### src/rtl/fetch_pkg.sv
// Shared encodings for the fetch/PC unit: next-PC selects from the control decoder and FSM states.
package fetch_pkg;

    localparam logic [2:0] NPC_SEQ = 3'b000;
    localparam logic [2:0] NPC_BEQ = 3'b001;
    localparam logic [2:0] NPC_J   = 3'b010;
    localparam logic [2:0] NPC_BNE = 3'b011;
    localparam logic [2:0] NPC_JR  = 3'b100;

    typedef enum logic [1:0] {
        ST_RST  = 2'b00,
        ST_REQ  = 2'b01,
        ST_EXEC = 2'b10,
        ST_HALT = 2'b11
    } state_t;

endpackage

### src/rtl/npc_calc.sv
// Combinational next-PC selection for sequential, branch, jump and jump-register flow.
module npc_calc
    import fetch_pkg::*;
(
    input  logic [31:0] pc,
    input  logic [25:0] instr,
    input  logic [2:0]  npc_op,
    input  logic        zero,
    input  logic [31:0] rs_data,
    output logic [31:0] next_pc,
    output logic        misaligned
);

    logic [31:0] pc4;
    logic [31:0] br_off;
    logic [31:0] br_target;
    logic [31:0] j_target;

    // All adds are 32-bit modulo; wrap-around is intentional and unflagged.
    assign pc4       = pc + 32'd4;
    assign br_off    = {{14{instr[15]}}, instr[15:0], 2'b00};
    assign br_target = pc4 + br_off;
    assign j_target  = {pc4[31:28], instr[25:0], 2'b00};

    always_comb begin
        next_pc = pc4;
        case (npc_op)
            NPC_BEQ: next_pc = zero ? br_target : pc4;
            NPC_BNE: next_pc = zero ? pc4 : br_target;
            NPC_J:   next_pc = j_target;
            NPC_JR:  next_pc = rs_data;
            default: next_pc = pc4;
        endcase
    end

    // Branch and jump targets are word-aligned by construction; only a register target can be bad.
    assign misaligned = (npc_op == NPC_JR) && (rs_data[1:0] != 2'b00);

endmodule

### src/rtl/fetch_pc_unit.sv
// Program counter, instruction fetch over a req/ack handshake, and instruction register for the MIPS core.
module fetch_pc_unit
    import fetch_pkg::*;
#(
    parameter logic [31:0] RESET_PC = 32'h0000_3000
) (
    input  logic        clk,
    input  logic        rst,
    output logic        imem_req,
    output logic [31:0] imem_addr,
    input  logic        imem_ack,
    input  logic [31:0] imem_rdata,
    output logic [31:0] instr,
    output logic [5:0]  op,
    output logic [5:0]  func,
    output logic        instr_valid,
    input  logic        commit,
    input  logic [2:0]  npc_op,
    input  logic        zero,
    input  logic [31:0] rs_data,
    output logic [31:0] pc,
    output logic [31:0] pc_plus4,
    output logic        addr_err
);

    state_t      state_reg;
    state_t      state_next;
    logic [31:0] pc_reg;
    logic [31:0] instr_reg;
    logic        addr_err_reg;
    logic [31:0] next_pc;
    logic        misaligned;

    npc_calc u_npc_calc (
        .pc         (pc_reg),
        .instr      (instr_reg[25:0]),
        .npc_op     (npc_op),
        .zero       (zero),
        .rs_data    (rs_data),
        .next_pc    (next_pc),
        .misaligned (misaligned)
    );

    always_ff @(posedge clk or posedge rst) begin
        if (rst) begin
            state_reg <= ST_RST;
        end else begin
            state_reg <= state_next;
        end
    end

    always_comb begin
        state_next = state_reg;
        case (state_reg)
            ST_RST:  state_next = ST_REQ;
            ST_REQ:  if (imem_ack) state_next = ST_EXEC;
            ST_EXEC: if (commit) state_next = misaligned ? ST_HALT : ST_REQ;
            ST_HALT: state_next = ST_HALT;
            default: state_next = ST_RST;
        endcase
    end

    // Request and valid decode straight from state so an async reset drops them immediately.
    always_comb begin
        imem_req    = 1'b0;
        instr_valid = 1'b0;
        case (state_reg)
            ST_REQ:  imem_req    = 1'b1;
            ST_EXEC: instr_valid = 1'b1;
            default: ;
        endcase
    end

    always_ff @(posedge clk or posedge rst) begin
        if (rst) begin
            pc_reg       <= RESET_PC;
            instr_reg    <= 32'd0;
            addr_err_reg <= 1'b0;
        end else begin
            if (state_reg == ST_REQ && imem_ack) begin
                instr_reg <= imem_rdata;
            end
            // A misaligned jr leaves pc at the faulting instruction for post-mortem inspection.
            if (state_reg == ST_EXEC && commit) begin
                if (misaligned) begin
                    addr_err_reg <= 1'b1;
                end else begin
                    pc_reg <= next_pc;
                end
            end
        end
    end

    assign imem_addr = pc_reg;
    assign instr     = instr_reg;
    assign op        = instr_reg[31:26];
    assign func      = instr_reg[5:0];
    assign pc        = pc_reg;
    assign pc_plus4  = pc_reg + 32'd4;
    assign addr_err  = addr_err_reg;

endmodule

### config.mk
export PLATFORM = sky130hd
export DESIGN_NAME = fetch_pc_unit
export DESIGN_NICKNAME = d
export VERILOG_FILES = /design/src/rtl/fetch_pkg.sv /design/src/rtl/npc_calc.sv /design/src/rtl/fetch_pc_unit.sv
export SDC_FILE = /design/constraint.sdc
export NUM_CORES = 1
export LEC_CHECK = 0
export ABC_AREA = 1
export ABC_CLOCK_PERIOD_IN_PS = 4620
export BUFFER_PORTS_ARGS = -buffer_cell sky130_fd_sc_hd__buf_2
export CAP_MARGIN = 20
export CORE_UTILIZATION = 50
export DETAILED_ROUTE_END_ITERATION = 12
export GPL_TIMING_DRIVEN = 1
export PLACE_DENSITY = 0.79
export SLEW_MARGIN = 20
export SYNTH_ARGS = -nofsm -noshare
export SYNTH_HDL_FRONTEND = slang
export SYNTH_SLANG_ARGS = --single-unit
### constraint.sdc
create_clock -name clk -period 4.62 [get_ports clk]
set_clock_uncertainty 0.2 [all_clocks]
set_input_delay 0.231 -clock clk [delete_from_list [all_inputs] [get_ports clk]]
set_output_delay 0.231 -clock clk [all_outputs]
set_load 0.01 [all_outputs]
# Yosys cells after proc, flatten, opt, wreduce, memory -nomap -nowiden
# Cells that the tools add are included.
# word_totals
ff_bits	67
in_bits	72
output_inout_bits	143
elab_cells	33
# classes
addsub	2
eq_ne	9
muxes	9
bitwise	1
reduce_logical	8
# ops
op	count
$pmux W32 S4	1
$mux W32	2
$add A32 B3 Y32 const B	1
$add A32 B32 Y32	1
$pmux W2 S4	1
$eq A3 B2 Y1 const B	2
$mux W2	3
$reduce_and A2 Y1	3
$eq A2 B2 Y1 const B	2
$ne A2 B2 Y1 const B	2
$eq A3 B1 Y1 const B	1
$eq A3 B3 Y1 const B	1
$logic_and A1 B1 Y1	3
$eq A2 B1 Y1 const B	1
$logic_not A2 Y1	1
$mux W1	2
$reduce_bool A2 Y1	1
$not A1 Y1	1

# Logic depth before layout (Yosys ltp)
# depth
depth_word	5
mapped_depth	25
mapped_depth_nobuf	25

# Cells and area by module
# A second synthesis with hierarchy kept.
# hier_totals
hier_cells	1313
hier_area_um2	7988.9
# modules_own_cells
mod	instances	cells_each	area_per_inst_um2	seq_area_each_um2
npc_calc	1	812	4082.7	0.0
fetch_pc_unit	1	501	3906.2	1679.1

# Least setup slack after synthesis
# OpenSTA, ideal clock, no wires.
# synth_path
path_type	reg2reg
from	reg pc_reg[12], in the netlist imem_addr[12]
to	reg pc_reg[26], in the netlist imem_addr[26]
setup_ns	0.113
arrival_time_ns	2.726
required_time_ns	4.307
path_slack_ns	1.581
path_stages_with_launch	21
n_path_buf	0
period_less_slack_ns	3.039
cell_sequence	dfstp_2 nand2_1 nor2_2 nand2_1 nor2_4 nand2_1 nor2_1 nand2_1 and2_1 ha_1 nand2_1 nor2_1 inv_1 nor3_1 nand3_1 nand3_1 nand2_1 nand3_1 nand3b_1 nand2_1 inv_1
# synth_via
elab_chain_cells	4
word_cells_on_any_way	5
cone_classes	2 x add/sub; 3 x mux
# synth_rtl
item	line	source
start, declared	fetch_pc_unit.sv:28	logic [31:0] pc_reg;
start signal, assigned	fetch_pc_unit.sv:88	pc_reg <= next_pc;
$add A32 B3 Y32 *	--	
via pc_plus4[19]	fetch_pc_unit.sv:22	output logic [31:0] pc_plus4,
$add A32 B32 Y32 *	npc_calc.sv:22	assign br_target = pc4 + br_off;
$mux W32, on equally long branches	npc_calc.sv:29, npc_calc.sv:28	
$pmux W32 S4 *	npc_calc.sv:27	case (npc_op)
# Mark *: on every way through the listed nets, which the timed path passes. The rest lies on a longest branch.
# A chain may end at the register's enable or synchronous reset.

# Worst setup path in the final report
# layout_path
from	reg pc_reg[12], in the netlist imem_addr[12]
to	reg pc_reg[29], in the netlist imem_addr[29]
# layout_via
elab_chain_cells	4
word_cells_on_any_way	5
cone_classes	2 x add/sub; 3 x mux
# layout_rtl
item	line	source
$add A32 B3 Y32 *	npc_calc.sv:20	assign pc4 = pc + 32'd4;
$add A32 B32 Y32	npc_calc.sv:22	
$mux W32, on equally long branches	npc_calc.sv:29, npc_calc.sv:28	
$pmux W32 S4 *	npc_calc.sv:27	
# Mark *: on every way between the ends. The rest lies on a longest branch, timed or not.

==> impl_summary.log <==
[metrics] status: completed
[metrics] delay of the slowest cell on the worst path: 0.60 ns
[metrics] reg2reg start: imem_addr[12]
[metrics] core area: 13,200 um2
[metrics] Worst Tran Pin Value: 0.983 ns
[metrics] end of the worst register-to-register path: imem_addr[29]
[metrics] cell-by-cell listing of the critical path: nand2_1, nor2_2, nand2_1, nor2_4, nand2_1, xor2_1, inv_1, ha_1, nand2_1, nor2_1, nand2_1, nor4_1, nand2_1, nand2_1, nand2_1, nand3_1, nand3_1, nand2_1, inv_1
[metrics] share of the clock period used by the worst path: 0.838
[metrics] critical setup path kind: flip-flop to flip-flop
[metrics] maximum ir drop on the vdd rail: 0.402 mV
[metrics] overall routed net length: 23.4 mm
[metrics] number of distinct standard cells referenced by the synthesized netlist: 43
[metrics] nature of the critical path endpoint: flip-flop
[metrics] Port Buf Inserts: 214
[metrics] Worst R2R Setup Slack: 0.75 ns
[metrics] global-route wire length before repair: 36.8 mm
[metrics] hold path startpoint: rs_data[2]
[metrics] number of synthesized register bits: 67
[metrics] syn_nets: 1,172
[metrics] detailed-route vias per instance: 5.40
[metrics] synthesis-to-finish area growth: 23.4%
[metrics] ys flop type: dfrtp_1
[metrics] Worst setup SP type: flip-flop
[metrics] Hold Violations, Final: 0
[metrics] buffer count from post-CTS setup fixing: 0
[metrics] Mapped Area: 6800 um2
[metrics] average wire length per cell after detail routing: 16.2 um
[metrics] worst hold stages: 3
[metrics] max-cap check violation count: 0
[metrics] initial antenna violation count: 0
[metrics] post_cts resized: 0
[metrics] setup repair after global routing missed its margin: false
[metrics] Routability Congestion: 1.01
[metrics] via count: 7,821
[metrics] average size of a mapped cell: 6.39 um2
[metrics] clock transition at the registers of the reported paths: 0.06 ns
[metrics] share of the synthesized area in the top cell type: 0.239
[metrics] Iter 0 DRT Violations: 809
[metrics] critical path's most frequent cell: nand2_1
[metrics] depth of the worst register-to-register path: 19
[metrics] number of antenna-violating nets in the routed design: 0
[metrics] first-pass iteration count of the detailed router: 6
[metrics] static leakage: 4.66 nW
[metrics] Min Clock Period, post-route: 3.87 ns
[metrics] leading area contributor after synthesis: dfrtp_1
[metrics] number of inserted diodes: 0
[metrics] worst-path maximum fanout: 7
[metrics] total congestion overflow: 0
[metrics] Async S/R FF share, synth: 1.00
[metrics] worst hold-check path type: input pin to flip-flop
[metrics] Warnings, synthesis: 0
[metrics] clock sink count: 67
[metrics] Final Power: 6.91 mW
[metrics] DIE AREA: 14,100 um2
[metrics] maximum clock path buffer count: 2
[metrics] master cell of the clock root buffer: clkbuf_16
[metrics] post-cts hold buffer count: 36
[metrics] clock tree from TritonCTS: yes
[metrics] # DRC: 0
[metrics] width of the chip: 119 um
[metrics] CTS H-Tree Depth: 3
[metrics] post-detailed-placement half-perimeter wirelength: 17.9 mm
[metrics] slowest CP cell: dfstp_2
[metrics] power per unit of standard cell area: 824 nW/um2
[metrics] number of nets in the layout: 1,376
[metrics] hold path endpoint: imem_addr[2]
[metrics] number of buffers added by the clock tree synthesis step: 9
[metrics] Overall Global Routing Usage: 0.336
[metrics] IO Count: 215
[metrics] starting density of the core: 0.513
[metrics] Sum Neg Setup Slack: 0 ns
[metrics] count of final max-slew check failures: 0
[metrics] final-report setup violation count: 0
[metrics] worst hold slack: 0.0118 ns
[metrics] worst skew pair latency: 0.34 ns
[metrics] arrival time reported for the critical path endpoint: 3.90 ns
[metrics] via count of the first global-routing pass: 7,275
[metrics] proportion of synthesized chip area in sequential cells: 0.247
[metrics] share of cells above drive strength 1: 0.232
[metrics] number of synthesized flops with an enable pin: 0
[metrics] Rows: 42
[metrics] Synth area leaders: dfrtp_1 (24%), nand2_1 (18%), inv_1 (9.6%)
[metrics] largest net degree at the start of global routing: 45
[metrics] f_max: 0.258 GHz
[metrics] synthesized instance count: 1,064
[metrics] CP required: 4.65 ns
[metrics] remaining max-slew budget at the tightest pin: 0.344
[metrics] height of the die: 119 um
critical path: cells and delay by family (launching register included):
kind | cells | cell delay (ns)
xor+xnor | 1 | 0.30
fa+ha+maj | 1 | 0.40
buf+inv | 2 | 0.19
flops | 1 | 0.60
simple gates | 15 | 2.08
worst max path at each step:
stage / from / to / depth (start not counted)
floorplan: imem_addr[12] / imem_addr[26] / 20
global placement: imem_addr[12] / imem_addr[29] / 19
detailed placement: imem_addr[12] / imem_addr[29] / 19
CTS: imem_addr[12] / imem_addr[29] / 19
global route: imem_addr[12] / imem_addr[26] / 20
finish: imem_addr[12] / imem_addr[29] / 19
per-layer routing:
| layer | wire length (um) | share of wire | GRT usage | vias to the layer above |
|---|---|---|---|---|
| met1 | 9350 | 0.40 | 0.427 | 3551 |
| met2 | 10600 | 0.45 | 0.543 | 440 |
| met3 | 2310 | 0.099 | 0.0598 | 80 |
| li1 | - | - | - | 3750 |
| met5 | 0 | 0 | 0 | - |
| met4 | 1130 | 0.048 | 0.172 | 0 |
area by class of cell:
type / instances / area, um2
fillers: 1294 / 4860
multi-input cells: 755 / 4010
flip-flops and latches: 67 / 1680
repair buffers: 256 / 1480
inverters: 179 / 672
clock buffers: 12 / 256
well taps: 176 / 220
clock inverters: 4 / 73.8
stage by stage:
stage / area, um2 / setup slack, ns / util / std cells
floorplan: 6800 / 1.58 / - / 1064
CTS: 8380 / 0.862 / 0.633 / 1449
finish: 8380 / 0.748 / 0.633 / 1449
global route: 8380 / 0.572 / 0.633 / 1449
global placement: 7690 / 0.888 / 0.581 / 1397
detailed placement: 7690 / 0.871 / 0.581 / 1397
where the power goes:
group          internal, mW  switching (mW)  total [mW]
sequential            0.884           0.458        1.34
clock                 0.502           0.266       0.768
combinational          1.75            3.05        4.80
total                  3.14            3.77        6.91
kinds of logic after synthesis:
kind of cell / count (synthesis) / synth area share
AOI/OAI and AO/OA: 110 / 0.0972
xor gates and xnor gates: 16 / 0.0206
adders and majority gates: 36 / 0.0674
buffers and inverters: 242 / 0.163
DFF: 67 / 0.247
muxes: 30 / 0.0497
and+or+nand+nor: 563 / 0.355
cell usage after synthesis (3+ instances only):
| library cell | n |
|---|---|
| a22o_1 | 13 |
| a21oi_1 | 42 |
| dfrtp_1 | 65 |
| ha_1 | 35 |
| inv_1 | 173 |
| nand2_2 | 3 |
| nand4_1 | 25 |
| o21ai_0 | 31 |
| mux2_2 | 30 |
| and2_1 | 4 |
| o21a_1 | 3 |
| o21bai_1 | 4 |
| or2_2 | 4 |
| nor2_4 | 3 |
| inv_2 | 6 |
| buf_2 | 11 |
| nand2_1 | 333 |
| nor3_1 | 7 |
| nor2_1 | 85 |
| o21ai_1 | 3 |
| clkbuf_1 | 4 |
| nand3b_1 | 9 |
| xnor2_1 | 5 |
| nor2_2 | 7 |
| nand3_1 | 78 |
| buf_4 | 46 |
| xor2_1 | 11 |
cells in the final DEF (no fill, tap or decap), drive strengths merged, types with 3 or more instances in the layout:
master and n:
dlygate4sd3 36, buf 220, and2 4, dfrtp 65, nand2 336, inv 179
o21a 3, a22o 13, nand4 25, xnor2 5, nor3 9, o21bai 4
nor2 95, xor2 11, nand3 78, a21oi 42, ha 35, or2 6
nand3b 9, o21ai 35, clkbuf 12, mux2 30
(Power assumes the default switching activity.)
